--- src/rtl/rv_plic_claim_ctrl_if.sv ---
// ---------------------------------------------------------------------------
// rv_plic_claim_ctrl_if
//
// This interface bundles the signals between rv_plic_claim_ctrl and its
// neighbours:
//   - the target side: irq_i, irq_id_i;
//   - the claim register read port: claim_re_i, claim_rvalid_o, claim_rdata_o;
//   - the complete register write port: complete_we_i, complete_wdata_i,
//     complete_err_o;
//   - the gateway side: claim_o, complete_o;
//   - status outputs: in_service_o, nest_cnt_o;
//   - the hart side: irq_o.
//
// Signal suffixes follow the claim controller's point of view.
//   slave  : the modport that rv_plic_claim_ctrl uses.
//   master : the modport for the surrounding logic or testbench.
// ---------------------------------------------------------------------------
interface rv_plic_claim_ctrl_if #(
    parameter int N_SOURCE = 37
);
    localparam int SrcWidth = $clog2(N_SOURCE + 1);

    logic                irq_i;
    logic [SrcWidth-1:0] irq_id_i;
    logic                claim_re_i;
    logic                claim_rvalid_o;
    logic [SrcWidth-1:0] claim_rdata_o;
    logic                complete_we_i;
    logic [SrcWidth-1:0] complete_wdata_i;
    logic                complete_err_o;
    logic [N_SOURCE-1:0] claim_o;
    logic [N_SOURCE-1:0] complete_o;
    logic [N_SOURCE-1:0] in_service_o;
    logic [SrcWidth-1:0] nest_cnt_o;
    logic                irq_o;

    modport slave (
        input  irq_i, irq_id_i, claim_re_i, complete_we_i, complete_wdata_i,
        output claim_rvalid_o, claim_rdata_o, complete_err_o, claim_o,
               complete_o, in_service_o, nest_cnt_o, irq_o
    );

    modport master (
        output irq_i, irq_id_i, claim_re_i, complete_we_i, complete_wdata_i,
        input  claim_rvalid_o, claim_rdata_o, complete_err_o, claim_o,
               complete_o, in_service_o, nest_cnt_o, irq_o
    );
endinterface

--- src/rtl/rv_plic_claim_ctrl.sv ---
// ---------------------------------------------------------------------------
// rv_plic_claim_ctrl
//
// This module is the per-target claim/complete sequencer for the RISC-V PLIC.
//
// Claim and complete behaviour:
//   - A claim register read grants the target's winning ID when that source
//     is not already in service.
//   - A complete register write retires an in-service source.
//   - Both kinds of request generate one-hot pulses to the per-source
//     gateways.
//
// The in-service vector masks the target's interrupt output while its
// winning ID is being serviced. This covers the two-cycle window in which
// the target still reports an ID that the gateway has already cleared.
//
// Ports:
//   clk_i   clock
//   rst_ni  asynchronous active-low reset
//   bus     rv_plic_claim_ctrl_if.slave, which carries:
//     - the target request: irq_i, irq_id_i;
//     - the claim read port: claim_re_i -> claim_rvalid_o, claim_rdata_o;
//     - the complete write port: complete_we_i, complete_wdata_i ->
//       complete_err_o;
//     - the gateway pulses: claim_o, complete_o;
//     - status: in_service_o, nest_cnt_o;
//     - the masked hart interrupt: irq_o.
//
// Optional feature:
//   RV_PLIC_NEST_LIMIT_EN  When this macro is defined, claims are refused and
//                          irq_o is held low while MAX_NEST sources are in
//                          service.
// ---------------------------------------------------------------------------
module rv_plic_claim_ctrl #(
    parameter int N_SOURCE = 37,
    parameter int MAX_NEST = 4
) (
    input logic                 clk_i,
    input logic                 rst_ni,
    rv_plic_claim_ctrl_if.slave bus
);
    localparam int SrcWidth = $clog2(N_SOURCE + 1);
    localparam logic [SrcWidth-1:0] NumSrcId = SrcWidth'(N_SOURCE);

`ifdef RV_PLIC_NEST_LIMIT_EN
    localparam int NestLimit = MAX_NEST;
`else
    // Without the limit the threshold is set at or above N_SOURCE.
    // The counter tops out at N_SOURCE-1, so it never reaches this threshold.
    localparam int NestLimit = (MAX_NEST > N_SOURCE) ? MAX_NEST : N_SOURCE;
`endif

    // This function returns a one-hot decode of a source ID.
    // ID 0 and IDs >= N_SOURCE decode to all zeros.
    // As a result, the range checks fall out of the AND with in_service.
    function automatic logic [N_SOURCE-1:0] id_decode(input logic [SrcWidth-1:0] id);
        logic [N_SOURCE-1:0] onehot;
        onehot = '0;
        for (int i = 1; i < N_SOURCE; i++) begin
            if (id == SrcWidth'(i)) begin
                onehot[i] = 1'b1;
            end
        end
        return onehot;
    endfunction

    logic [N_SOURCE-1:0] in_service_q, in_service_d;
    logic [SrcWidth-1:0] nest_cnt_q, nest_cnt_d;
    logic                claim_rvalid_q, claim_rvalid_d;
    logic [SrcWidth-1:0] claim_rdata_q, claim_rdata_d;
    logic [N_SOURCE-1:0] claim_q, claim_d;
    logic [N_SOURCE-1:0] complete_q, complete_d;
    logic                complete_err_q, complete_err_d;

    logic [N_SOURCE-1:0] irq_onehot;
    logic [N_SOURCE-1:0] cpl_onehot;
    logic                irq_held;
    logic                nest_full;
    logic                claim_grant;
    logic                cpl_valid;

    assign irq_onehot = id_decode(bus.irq_id_i);
    assign cpl_onehot = id_decode(bus.complete_wdata_i);
    assign irq_held   = |(irq_onehot & in_service_q);
    assign nest_full  = (int'(nest_cnt_q) >= NestLimit);

    // The claim and the complete are both judged against the pre-cycle
    // in_service value. For the same ID, the holdoff therefore blocks the
    // claim while the complete clears the bit. This keeps the two updates
    // disjoint.
    assign claim_grant = bus.claim_re_i & bus.irq_i & (|irq_onehot) & ~irq_held & ~nest_full;
    assign cpl_valid   = bus.complete_we_i & (|(cpl_onehot & in_service_q));

    always_comb begin
        claim_rvalid_d = bus.claim_re_i;
        claim_rdata_d  = '0;
        claim_d        = '0;
        complete_d     = '0;
        complete_err_d = bus.complete_we_i & ~cpl_valid;
        nest_cnt_d     = nest_cnt_q;

        if (claim_grant) begin
            claim_rdata_d = bus.irq_id_i;
            claim_d       = irq_onehot;
        end
        if (cpl_valid) begin
            complete_d = cpl_onehot;
        end

        in_service_d = (in_service_q | claim_d) & ~complete_d;

        // The counter follows the popcount of in_service. A simultaneous
        // grant and retire cancel each other out.
        case ({claim_grant, cpl_valid})
            2'b10:   nest_cnt_d = nest_cnt_q + SrcWidth'(1);
            2'b01:   nest_cnt_d = nest_cnt_q - SrcWidth'(1);
            default: nest_cnt_d = nest_cnt_q;
        endcase
    end

    always_ff @(posedge clk_i or negedge rst_ni) begin
        if (!rst_ni) begin
            in_service_q   <= '0;
            nest_cnt_q     <= '0;
            claim_rvalid_q <= 1'b0;
            claim_rdata_q  <= '0;
            claim_q        <= '0;
            complete_q     <= '0;
            complete_err_q <= 1'b0;
        end else begin
            in_service_q   <= in_service_d;
            nest_cnt_q     <= nest_cnt_d;
            claim_rvalid_q <= claim_rvalid_d;
            claim_rdata_q  <= claim_rdata_d;
            claim_q        <= claim_d;
            complete_q     <= complete_d;
            complete_err_q <= complete_err_d;
        end
    end

    assign bus.claim_rvalid_o = claim_rvalid_q;
    assign bus.claim_rdata_o  = claim_rdata_q;
    assign bus.claim_o        = claim_q;
    assign bus.complete_o     = complete_q;
    assign bus.complete_err_o = complete_err_q;
    assign bus.in_service_o   = in_service_q;
    assign bus.nest_cnt_o     = nest_cnt_q;

    // ID 0 has no in-service bit, so it is never masked here.
    // IDs at or beyond N_SOURCE are always masked.
    assign bus.irq_o = bus.irq_i & (bus.irq_id_i < NumSrcId) & ~irq_held & ~nest_full;

endmodule

--- src/flat_wrapper.sv ---
// flat-port wrapper written by rule: the top's interface ports become plain ports
module rv_plic_claim_ctrl_flat 
#(
    parameter int N_SOURCE = 37,
    parameter int MAX_NEST = 4
)
  (clk_i, rst_ni, bus_irq_i, bus_irq_id_i, bus_claim_re_i, bus_complete_we_i, bus_complete_wdata_i, bus_claim_rvalid_o, bus_claim_rdata_o, bus_complete_err_o, bus_claim_o, bus_complete_o, bus_in_service_o, bus_nest_cnt_o, bus_irq_o);
  rv_plic_claim_ctrl_if #(.N_SOURCE(N_SOURCE)) bus_i ();
  input logic clk_i;
  input logic rst_ni;
  input wire logic [$bits(bus_i.irq_i)-1:0] bus_irq_i;
  input wire logic [$bits(bus_i.irq_id_i)-1:0] bus_irq_id_i;
  input wire logic [$bits(bus_i.claim_re_i)-1:0] bus_claim_re_i;
  input wire logic [$bits(bus_i.complete_we_i)-1:0] bus_complete_we_i;
  input wire logic [$bits(bus_i.complete_wdata_i)-1:0] bus_complete_wdata_i;
  output wire logic [$bits(bus_i.claim_rvalid_o)-1:0] bus_claim_rvalid_o;
  output wire logic [$bits(bus_i.claim_rdata_o)-1:0] bus_claim_rdata_o;
  output wire logic [$bits(bus_i.complete_err_o)-1:0] bus_complete_err_o;
  output wire logic [$bits(bus_i.claim_o)-1:0] bus_claim_o;
  output wire logic [$bits(bus_i.complete_o)-1:0] bus_complete_o;
  output wire logic [$bits(bus_i.in_service_o)-1:0] bus_in_service_o;
  output wire logic [$bits(bus_i.nest_cnt_o)-1:0] bus_nest_cnt_o;
  output wire logic [$bits(bus_i.irq_o)-1:0] bus_irq_o;
  assign bus_i.irq_i = bus_irq_i;
  assign bus_i.irq_id_i = bus_irq_id_i;
  assign bus_i.claim_re_i = bus_claim_re_i;
  assign bus_i.complete_we_i = bus_complete_we_i;
  assign bus_i.complete_wdata_i = bus_complete_wdata_i;
  assign bus_claim_rvalid_o = bus_i.claim_rvalid_o;
  assign bus_claim_rdata_o = bus_i.claim_rdata_o;
  assign bus_complete_err_o = bus_i.complete_err_o;
  assign bus_claim_o = bus_i.claim_o;
  assign bus_complete_o = bus_i.complete_o;
  assign bus_in_service_o = bus_i.in_service_o;
  assign bus_nest_cnt_o = bus_i.nest_cnt_o;
  assign bus_irq_o = bus_i.irq_o;
  rv_plic_claim_ctrl #(.N_SOURCE(N_SOURCE), .MAX_NEST(MAX_NEST)) u_core (.clk_i(clk_i), .rst_ni(rst_ni), .bus(bus_i));
endmodule
--- config.mk ---
export PLATFORM = sky130hd
export DESIGN_NAME = rv_plic_claim_ctrl_flat
export DESIGN_NICKNAME = d
export VERILOG_FILES = /design/src/rtl/rv_plic_claim_ctrl_if.sv /design/src/rtl/rv_plic_claim_ctrl.sv /design/src/flat_wrapper.sv
export SDC_FILE = /design/constraint.sdc
export NUM_CORES = 1
export LEC_CHECK = 0
export ABC_AREA = 1
export BUFFER_PORTS_ARGS = -buffer_cell sky130_fd_sc_hd__buf_2
export CAP_MARGIN = 30
export CORE_AREA = 10 10 115 117
export CTS_CLUSTER_SIZE = 30
export DETAILED_ROUTE_END_ITERATION = 8
export DIE_AREA = 0 0 125 127
export PLACE_DENSITY_LB_ADDON = 0.25
export SKIP_CTS_REPAIR_TIMING = 1
export SLEW_MARGIN = 10
export SYNTH_ARGS = -nofsm -noshare
export SYNTH_HDL_FRONTEND = slang
export SYNTH_SLANG_ARGS = --single-unit
--- constraint.sdc ---
create_clock -name clk_i -period 3.05 [get_ports clk_i]
set_input_delay 0.61 -clock clk_i [delete_from_list [all_inputs] [get_ports clk_i]]
set_output_delay 0.61 -clock clk_i [all_outputs]
set_load 0.03 [all_outputs]
==> results.md, run 1 <==
- Initial antenna violation count: 0
- Total power draw: around 5 mW
- Final Hold Fails: 0
- Post-Syn Instances: 719
- Layout Skew: 0.006894 ns
- Row Count: 39
- Storage element area: 0.003053 mm²
- Worst Tran Pin Value: about 0.6 ns
- Synth Area in Compound Gates: 5.362%
- CP dominant cell by count: buf_4
- Multi-input gate area: 0.002223 mm²
- Worst Hold Class: in2async
- Std-Cell Core Area: 0.01113 mm²
- DRC viols: 0
- Post-layout nets: 1014
- Largest family of logic cells by synthesized area: simple AND/OR/NAND/NOR gates
- Routed wire per std cell: roughly 19 µm
- Crit path max-delay family: simple AND/OR/NAND/NOR gates
- Max Buffers Root-to-Sink: 2
- Crit path max-delay cell type: nor2_4
- CP arrival: approximately 2.4 ns
- Pwr/cell area: 607.4 mW/mm²
- IO buf count: 139
- Worst-path cell chain: buf_6 > clkinvlp_4 > nor2_4 > nand2_2 > nor2_4 > nand2_1 > nand2_1 > inv_1 > nand2_2 > nor2_2 > nand3_2 > buf_4 > buf_4 > nor3_2 > buf_4
- CTS sink cnt: 122
- Register area share after synthesis: 53.84%
- Die Wd: 125 µm
- Buf/Inv on CP: 6
- Vias post-DR: 6003
- Pin count of the biggest net entering global routing: 50
- Layout fillers: 823
- Pre-antenna DRT Iters: 6
- WL final: 21710 µm
- Skew-Pair Late Insertion Delay: ~0.42 ns
- Critical-path maximum fanout: 6
- Worst reg2reg setup slack: 0.32 ns
- Global-route usage over all layers: 26.35%
- CTS root buf: clkbuf_16
- Total of max-cap violations: 0
- VDD IR max: approximately 660 µV
- Share of cells above drive strength 1: 36.49%
- Estimated wirelength of the detail-placed design: 15940 µm
- RSZ-0062 raised after global routing: true
- Critical path's largest stage delay: 0.32 ns
- CTS clk-pin slew, worst paths: 0.05 ns
- Post-layout min period: 3.020 ns
- Synthesized flop and latch total: ~120
- CP Class: in2out
- First-pass GRT wire length: 33420 µm
- Final Cycle Share: 99.00%
- Leak: 5.065 nW
- Placed Area: approximately 0.0075 mm²
- Avg Synthesized Cell Area: 7.887 µm²
- CTS tree: yes
- Nature of the critical path endpoint: primary output
- CTS buffer count: 17
- Mux cell area share after synthesis: 0%
- Critical path launch point type: primary input
- Synth Warn #: 0
- Max frequency: 0.3312 GHz
- Layout Area Growth over Synthesis: 47.22%
- XOR/XNOR Fraction of Synth Area: 0.3089%
- Die Area: 0.01588 mm²
- Final Instance Area: around 0.0083 mm²
- Netlist cell types: 25
- Synth Area in Adders: 1.456%
- Cell count after placement: 1110
- Initial drt markers: 658
- Die Ht: 127 µm
- Mapped Area: approximately 0.0057 mm²
- Worst path required time: 2.44 ns
- Final Non-Filler Cells: between 1000 and 1500
- Hold Slack: 0.2023 ns
- Final setup vio count: 0
- Antenna diodes: 0
- Vias in the first global route: 6130
- I/O pins: 143
- Max-slew headroom: 60.16%
- Status: finished clean
- Simple-Gate Fraction of Synth Area: 27.69%
- Routability cong.: approximately 0.99
- Mean number of vias per cell: 5.238
- Initial core utilization: about half
- Antenna-violating nets left: 0
- Max H-tree Level: 4
- Overflow left after global routing: 0
- Max Slew Vio Count: 0
==> layout make-up <==
type                            count  area share (%)
Timing Repair Buffer              273           21.72
Clock buffer                       23           5.606
Tap cell                          143           2.143
Clock inverter                      8           1.139
Multi-Input combinational cell    441           26.63
Inverter                          136           6.190
Sequential cell                   122           36.57
==> path summary, 6_finish.rpt <==
| kind | start | endpoint | depth (start not counted) |
|---|---|---|---|
| worst max-delay path | bus_irq_id_i[3] | bus_irq_o | 15 |
| worst min-delay path | rst_ni | u_core.bus.in_service_o[11]$_DFF_PN0_ | 1 |
| worst max register to register | u_core.bus.in_service_o[20]$_DFF_PN0_ | u_core.bus.nest_cnt_o[5]$_DFFE_PN0P_ | 19 |
| worst min register to register | u_core.bus.nest_cnt_o[5]$_DFFE_PN0P_ | u_core.bus.nest_cnt_o[5]$_DFFE_PN0P_ | 1 |
| max in group asynchronous | rst_ni | u_core.bus.claim_o[32]$_DFF_PN0_ | 2 |
| min in group clk_i | bus_claim_re_i | u_core.bus.claim_rvalid_o$_DFF_PN0_ | 1 |
==> through the flow <==
stage               setup TNS, ns  worst slack (ns)  util [%]
floorplan                       0           0.01217         -
global route              -0.1232          -0.07361     75.03
detailed placement         -1.670           -0.5375     67.53
CTS                       -0.2634           -0.1547     72.59
finish                          0           0.03042     75.03
global placement           -1.168           -0.4206     67.53
==> cells in the final DEF (no fill, tap or decap), types with 4 or more instances in the layout <==
cell type,count
buf_2,134
nand2_1,136
nand3_2,13
clkinv_2,4
buf_4,128
inv_2,6
nor2_2,18
a21oi_1,37
nand2_2,9
dfrtp_1,122
clkbuf_1,4
o21ai_0,11
nor2_1,95
nor2_4,7
nor3_1,4
nand3_1,61
inv_1,125
clkbuf_16,17
buf_12,7
nand4_1,23
==> cells by family (layout without fill, tap and decap cells) <==
family | Yosys count | in the layout
simple gates | 370 | 371
buf+inv | 159 | 440
flops | 122 | 122
compound gates | 59 | 59
fa+ha+maj | 6 | 6
xor+xnor | 2 | 2
other cells | 1 | 3
==> routing by layer <==
layer / share of wire [%] / GRT usage (%) / vias up / wire, µm
met5: 0 / 0 / - / 0
met4: 3.0 / 11.92 / 0 / 654
met3: 8.0 / 6.534 / 54 / 1739
met2: 49 / 43.13 / 303 / 10680
met1: 40 / 32.41 / 2875 / 8641
li1: - / - / 2771 / -
==> Yosys cell counts <==
master,instances,area [µm²]
nand4_1,23,143.9
clkinv_1,3,11.26
buf_4,7,52.55
o311ai_0,1,8.760
ha_1,5,62.56
a31oi_1,2,12.51
xor2_1,1,8.760
inv_1,133,499.2
xnor2_1,1,8.760
buf_2,13,65.06
dfrtp_1,122,3053
o22ai_1,2,12.51
nor2_2,4,25.02
nand3_1,74,370.4
or2_2,2,12.51
nor3_1,5,25.02
a21oi_1,39,195.2
fa_1,1,20.02
o21ai_0,15,75.07
clkbuf_1,3,11.26
nor2_4,1,11.26
conb_1,1,3.750
nand2_1,146,548.0
nor2_1,114,427.9
nand2_2,1,6.260
==> power by group <==
group          switching, mW  internal (mW)
clock network          0.698           1.23
registers              0.164           1.75
logic                  0.805          0.420
total                   1.67           3.40
==> registers in the layout, indices dropped and copies added, names as in the netlist <==
name,flops
u_core.bus.claim_o,36
u_core.bus.claim_rdata_o,6
u_core.bus.claim_rvalid_o,1
u_core.bus.complete_err_o,1
u_core.bus.complete_o,36
u_core.bus.in_service_o,36
u_core.bus.nest_cnt_o,6
Power figures use the tool's default switching activity.
==> inputs of run 2 (changes only) <==
--- a/config.mk
+++ b/config.mk
@@ -5,13 +5,13 @@
 export SDC_FILE = /design/constraint.sdc
 export NUM_CORES = 1
 export LEC_CHECK = 0
-export ABC_AREA = 1
+export ABC_AREA = 0
 export BUFFER_PORTS_ARGS = -buffer_cell sky130_fd_sc_hd__buf_2
 export CAP_MARGIN = 30
-export CORE_AREA = 10 10 115 117
+export CORE_AREA = 2 2 107 109
 export CTS_CLUSTER_SIZE = 30
 export DETAILED_ROUTE_END_ITERATION = 8
-export DIE_AREA = 0 0 125 127
+export DIE_AREA = 0 0 109 111
 export PLACE_DENSITY_LB_ADDON = 0.25
 export SKIP_CTS_REPAIR_TIMING = 1
 export SLEW_MARGIN = 10
==> run 2 against run 1 <==
Effect of this change: the flow now finishes with violations (setup timing); largest cell class unchanged; clock power grew 5%; largest power group unchanged; setup slack got worse by 0.11 ns; total power up 3.0%.
==> results.md, run 2 <==
- Global-route usage over all layers: approximately 36%
- Max H-tree Level: 4
- Die Area: between 0.01 and 0.015 mm²
- Status: finished with violations
- Initial drt markers: 531
- Pwr/cell area: 618.4 mW/mm²
- VDD IR max: 570.3 µV
- Initial antenna violation count: 0
- Crit path max-delay cell type: dfrtp_1
- Register area share after synthesis: 52.50%
- Antenna diodes: 0
- Mapped Area: 0.005816 mm²
- Max-slew headroom: around 60%
- Avg Synthesized Cell Area: 11.12 µm²
- Multi-input gate area: between 0.002 and 0.003 mm²
- Final setup vio count: 2
- RR Startpoint: u_core.bus.in_service_o[5]$_DFF_PN0_
- Worst-path cell chain: mux2_4 > and3_4 > nor4_4 > nand2_4 > nor4_4 > o31ai_4 > ha_4 > ha_4 > a21o_1 > a21oi_2 > o21bai_1 > o311ai_2 > xor2_1
- Share of cells above drive strength 1: between 40% and 50%
- CTS tree: yes
- Net Switching: ~1.7 mW
- Layout Area Growth over Synthesis: 45.27%
- Initial core utilization: 52.50%
- Final Cycle Share: 102.6%
- Max Slew Vio Count: 0
- Vias post-DR: 5714
- Post-Syn Instances: 523
- Clock share of power: 38.7%
- Final Hold Fails: 0
- Critical path's largest stage delay: 0.40 ns
- Std-Cell Core Area: 0.01108 mm²
- CTS clk-pin slew, worst paths: ~0.060 ns
- Die Ht: 111 µm
- Routed wire per std cell: 23.19 µm
- Total power draw: ~5.2 mW
- Overflow left after global routing: 0
- Max Buffers Root-to-Sink: 2
- Post-layout nets: 800
- Synth top area cells: dfrtp_1 52%, nor3_1 2.5%, nor2_1 2.3%
- Post-synth EDFFs: 0
- Synth top area share: 52.50%
- Netlist cell types: 80
- Pre-antenna DRT Iters: 7
- Layout Skew: ~0.015 ns
- IO buf count: ~140
- Nature of the critical path endpoint: flop
- Row Count: 39
- Comb power frac: roughly a quarter
- Most frequent cell after synthesis: dfrtp_1
- I/O pins: between 100 and 150
- Dominant synthesized flop cell: dfrtp_1
- Post-layout util: 76.27%
- Max frequency: 0.3197 GHz
- Commonest non-fill, non-tap cell in the layout: buf_4
- Mean number of vias per cell: between 6 and 7
- Pin count of the biggest net entering global routing: 77
- Total of max-cap violations: 0
- Post-layout min period: 3.128 ns
- Synth Warn #: 0
- Switch share: ~32%
- CP Launch Point: u_core.bus.in_service_o[5]$_DFF_PN0_
- Top cells by count, synth: 122 x dfrtp_1, 36 x nor2_1, 31 x nand2_1, 29 x nor3_1, 19 x buf_2
- Critical path launch point type: flop
- CP arrival: between 3 and 4 ns
- CTS sink cnt: between 100 and 150
- Storage element area: 0.003054 mm²
- Top cell type by total area after synthesis: dfrtp_1
- Routability cong.: 1.070
- Failing checks: setup timing
- CP Class: reg2reg
- Post-synth ARST share: between 90% and 100%
- RSZ-0062 raised after global routing: true
- First-pass GRT wire length: around 32000 µm
- Final WS setup: -0.07793 ns
- Antenna-violating nets left: 0
- Sequential power share: 35.4%
- Pint: between 3 and 4 mW
- DRC viols: 0
- CTS root buf: clkbuf_16
- Skew-Pair Late Insertion Delay: ~0.42 ns
- Critical-path maximum fanout: 6
- Leak: between 4 and 5 nW
- Worst path required time: between 3 and 4 ns
- Worst Hold Class: in2async
- CTS buffer count: 17
- Vias in the first global route: 5576
- Worst Tran Pin Value: 0.6253 ns
- Commonest non-fill, non-tap cells in the layout: 131 x buf_4, 130 x buf_2, 121 x dfrtp_1
- Estimated wirelength of the detail-placed design: between 15000 and 20000 µm
- WL final: 21640 µm
- Die Wd: around 110 µm
- Synthesized flop and latch total: 122
- Layout fillers: 743
## run 2: cell types whose count changed after synthesis, moves of 15 or more
cell / delta
inv_1: -120
nand2_1: -115
nor2_1: -78
nand3_1: -62
a21oi_1: -28
nor3_1: +24
nand4_1: -18
nor4_1: +15
o22a_1: +15
## run 2: layer usage
metal / vias up / GRT usage, % / routed length, µm
met2: 353 / 53.33 / 9964
met5: - / 0 / 0
met3: 52 / 8.289 / 1896
li1: 2472 / - / -
met1: 2837 / 52.18 / 9054
met4: 0 / 14.27 / 723
## run 2: path summary, 6_finish.rpt
path | depth (start not counted) | to | slack [ns]
setup / recovery | 13 | u_core.bus.nest_cnt_o[5]$_DFFE_PN0P_ | -0.08
min in group clk_i | 1 | u_core.bus.claim_rvalid_o$_DFF_PN0_ | 0.44
hold / removal | 1 | u_core.bus.in_service_o[19]$_DFF_PN0_ | 0.21
setup reg to reg | 13 | u_core.bus.nest_cnt_o[5]$_DFFE_PN0P_ | -0.08
max in group asynchronous | 2 | u_core.bus.complete_o[9]$_DFF_PN0_ | 2.03
hold reg to reg | 1 | u_core.bus.nest_cnt_o[5]$_DFFE_PN0P_ | 0.51
## run 2: kinds of logic after synthesis
group	share of synthesized area [%]
other	0.06448
XOR/XNOR	0.7531
AO/OA/AOI/OAI	14.69
flip-flops	52.50
AND/OR/NAND/NOR	24.35
adder cells (fa/ha/maj)	1.420
multiplexers	1.872
buffers and inverters	4.346
## run 2: critical path: cells and delay by family (launching register included)
kind,cells,cell delay (ns)
xor+xnor,1,0.17
compound gates,5,0.84
flops,1,0.40
simple gates,4,0.94
fa+ha+maj,2,0.43
mux,1,0.27
## run 2: layout make-up
type | instances | area share (%)
sequential | 122 | 36.15
multi-input combinational | 351 | 32.66
timing repair buffer | 272 | 21.43
clock buffer | 20 | 5.406
tap | 143 | 2.118
clock inverter | 12 | 1.659
inverter | 13 | 0.5776
## run 2: power by group through the flow
| stage | Clock, mW | Sequential [mW] | Combinational, mW |
|---|---|---|---|
| finish | 2.02 | 1.85 | 1.36 |
| global route | 2.12 | 1.85 | 1.43 |
| CTS | 2.04 | 1.83 | 1.22 |
| detailed placement | 0 | 1.86 | 1.21 |
| global placement | 0 | 1.86 | 1.19 |
| floorplan | 0 | 2.05 | 0.485 |
## run 2: per-stage QoR
| step | instance area [µm²] | setup TNS [ns] | hold WS (ns) | setup slack, ns | cells |
|---|---|---|---|---|---|
| after floorplan | 5952 | -1.160 | 0.3144 | -0.3823 | 525 |
| after global placement | 7553 | -2.822 | 0.4980 | -0.6941 | 894 |
| after detailed placement | 7553 | -2.920 | 0.4956 | -0.7311 | 894 |
| after CTS | 8150 | -0.8650 | 0.2165 | -0.3254 | 926 |
| after global routing | 8448 | -0.4802 | 0.2479 | -0.2106 | 933 |
| final | 8448 | -0.1377 | 0.2096 | -0.07793 | 933 |
==> inputs of run 3 (changes only) <==
--- a/config.mk
+++ b/config.mk
@@ -9,9 +9,11 @@
 export BUFFER_PORTS_ARGS = -buffer_cell sky130_fd_sc_hd__buf_2
 export CAP_MARGIN = 30
 export CORE_AREA = 2 2 107 109
+export CTS_BUF_LIST = sky130_fd_sc_hd__clkbuf_2
 export CTS_CLUSTER_SIZE = 30
 export DETAILED_ROUTE_END_ITERATION = 8
 export DIE_AREA = 0 0 109 111
+export GPL_ROUTABILITY_DRIVEN = 1
 export PLACE_DENSITY_LB_ADDON = 0.25
 export SKIP_CTS_REPAIR_TIMING = 1
 export SLEW_MARGIN = 10
==> run 3 against run 2 <==
Effect of this change: the run still ends with setup timing left; largest cell class unchanged; die area did not move; core utilization fell by 3.6 points; critical path type is now reg2out; worst hold slack worse by 0.073 ns; sequential share of layout area up 1.8 points; non-clock buffer count grew 6; final cell count grew 0.64%; combinational power down 4%; global-route usage shrank 0.30 points; largest power group is now sequential cells; total power is 20% lower; via count shrank 1.3%.
==> results.md, run 3 (synthesis results as in run 2) <==
- Pint: approximately 2.6 mW
- Pwr/cell area: 521.0 mW/mm²
- Worst Hold Class: in2reg
- Net Switching: 1.559 mW
- Clock share of power: 24.9%
- Critical-path maximum fanout: 3
- Post-layout min period: 3.230 ns
- Commonest non-fill, non-tap cells in the layout: 137 x buf_2, 132 x buf_4, 119 x dfrtp_1
- CP arrival: 2.62 ns
- Worst path required time: 2.44 ns
- Worst-path cell chain: a22o_1 > a32oi_2 > a32oi_4 > buf_6 > nor4_4 > buf_4
- VDD IR max: around 550 µV
- Max-slew headroom: 59.10%
- Final Non-Filler Cells: 939
- Initial drt markers: 457
- Antenna diodes: 0
- DRC viols: 0
- Global-route usage over all layers: 36.04%
- Post-layout nets: roughly 800
- RSZ-0062 raised after global routing: true
- Pin count of the biggest net entering global routing: 77
- Initial core utilization: 52.50%
- Critical path's largest stage delay: 0.51 ns
- Vias post-DR: 5642
- Sequential power share: between 40% and 50%
- Routed wire per std cell: 22.55 µm
- Worst Tran Pin Value: 0.6135 ns
- Final Hold Fails: 0
- Buf/Inv on CP: 2
- Nature of the critical path endpoint: primary output
- CTS tree: yes
- Max Slew Vio Count: 0
- CTS sink cnt: 122
- Overflow left after global routing: 0
- Final setup vio count: 2
- Setup WS pre-CTS: -0.7311 ns
- CTS root buf: clkbuf_2
- Max frequency: 0.3096 GHz
- CP Class: reg2out
- Failing checks: setup timing
- Crit path max-delay family: compound AO/OA/AOI/OAI gates
- Die Wd: 109 µm
- Row Count: 39
- CTS buffer count: 17
- CTS clk-pin slew, worst paths: ~0.2 ns
- Comb power frac: 31.2%
- Leak: 4.037 nW
- Max Buffers Root-to-Sink: 2
- Crit path max-delay cell type: dfrtp_2
- First-pass GRT wire length: 32020 µm
- Routability cong.: 1.070
- Estimated wirelength of the detail-placed design: 15620 µm
- Std-Cell Core Area: 0.01108 mm²
- Share of cells above drive strength 1: 46.98%
- Critical path launch point type: flop
- Die Area: ~0.012 mm²
- Final WS setup: -0.1798 ns
- WL final: 21170 µm
- Skew-Pair Late Insertion Delay: 0.70 ns
- Mean number of vias per cell: about 6.0
- Status: finished with violations
- Final Cycle Share: 105.9%
- I/O pins: 143
- Layout Skew: ~0.032 ns
- Switch share: 37.19%
- Max H-tree Level: 4
- Initial antenna violation count: 0
- Layout Area Growth over Synthesis: 38.34%
- Total of max-cap violations: 0
- Setup TNS: -0.2518 ns
- Vias in the first global route: 5495
- Hold Slack: 0.1363 ns
- Commonest non-fill, non-tap cell in the layout: buf_2
- Cell count after placement: 894
- IO buf count: 139
- Die Ht: 111 µm
- Antenna-violating nets left: 0
- Pre-antenna DRT Iters: 5
==> run 3: worst register-to-register path, cell delays in order, from the launching register on <==
cell and delay (ns):
dfrtp_2 0.47, buf_4 0.15, mux2_2 0.27, a32oi_2 0.18, a32oi_1 0.14, nor3_2 0.26, o221ai_2 0.15, and2_4 0.18
ha_4 0.19, ha_4 0.21, a21o_1 0.16, a21oi_2 0.15, o21bai_1 0.10, o311ai_2 0.28, xor2_1 0.17
==> run 3: power groups by stage <==
stage | clock network (mW) | registers [mW] | logic (mW)
6_report | 1.04 | 1.84 | 1.31
3_3_place_gp | 0 | 1.86 | 1.19
2_1_floorplan | 0 | 2.05 | 0.485
5_1_grt | 1.13 | 1.85 | 1.39
3_5_place_dp | 0 | 1.86 | 1.21
4_1_cts | 1.06 | 1.83 | 1.21
==> run 3: metal layers <==
metal / wire length [µm] / global-route usage, % / up-vias
li1: - / - / 2482
met1: 8984 / 51.43 / 2771
met2: 9553 / 52.67 / 340
met3: 1821 / 7.701 / 49
met4: 812 / 16.15 / 0
met5: 0 / 0 / -
==> run 3: cell type report <==
type,count,area [µm²]
Fill cell,830,3032
Tap cell,143,178.9
Sequential cell,122,3057
Inverter,13,48.80
Clock buffer,18,90.09
Multi-Input combinational cell,351,2708
Timing Repair Buffer,278,1815
Clock inverter,14,147.6
==> run 3: per-stage QoR <==
stage / total power [mW] / util, % / cell area, µm²
2_1_floorplan: 2.534 / - / 5952
3_3_place_gp: 3.050 / 68.19 / 7553
3_5_place_dp: 3.069 / 68.19 / 7553
4_1_cts: 4.111 / 70.34 / 7791
5_1_grt: 4.363 / 72.63 / 8045
6_report: 4.192 / 72.63 / 8045
==> run 3: final timing paths <==
path	from	end	slack, ns	depth (start not counted)
worst max-delay path	u_core.bus.in_service_o[15]$_DFF_PN0_	bus_irq_o	-0.18	6
worst min register to register	u_core.bus.nest_cnt_o[5]$_DFFE_PN0P_	u_core.bus.nest_cnt_o[5]$_DFFE_PN0P_	0.52	1
worst max register to register	u_core.bus.in_service_o[12]$_DFF_PN0_	u_core.bus.nest_cnt_o[5]$_DFFE_PN0P_	-0.07	14
min in group asynchronous	rst_ni	u_core.bus.claim_rdata_o[3]$_DFF_PN0_	0.43	2
max in group asynchronous	rst_ni	u_core.bus.complete_o[9]$_DFF_PN0_	1.80	3
worst min-delay path	bus_claim_re_i	u_core.bus.claim_rvalid_o$_DFF_PN0_	0.14	1
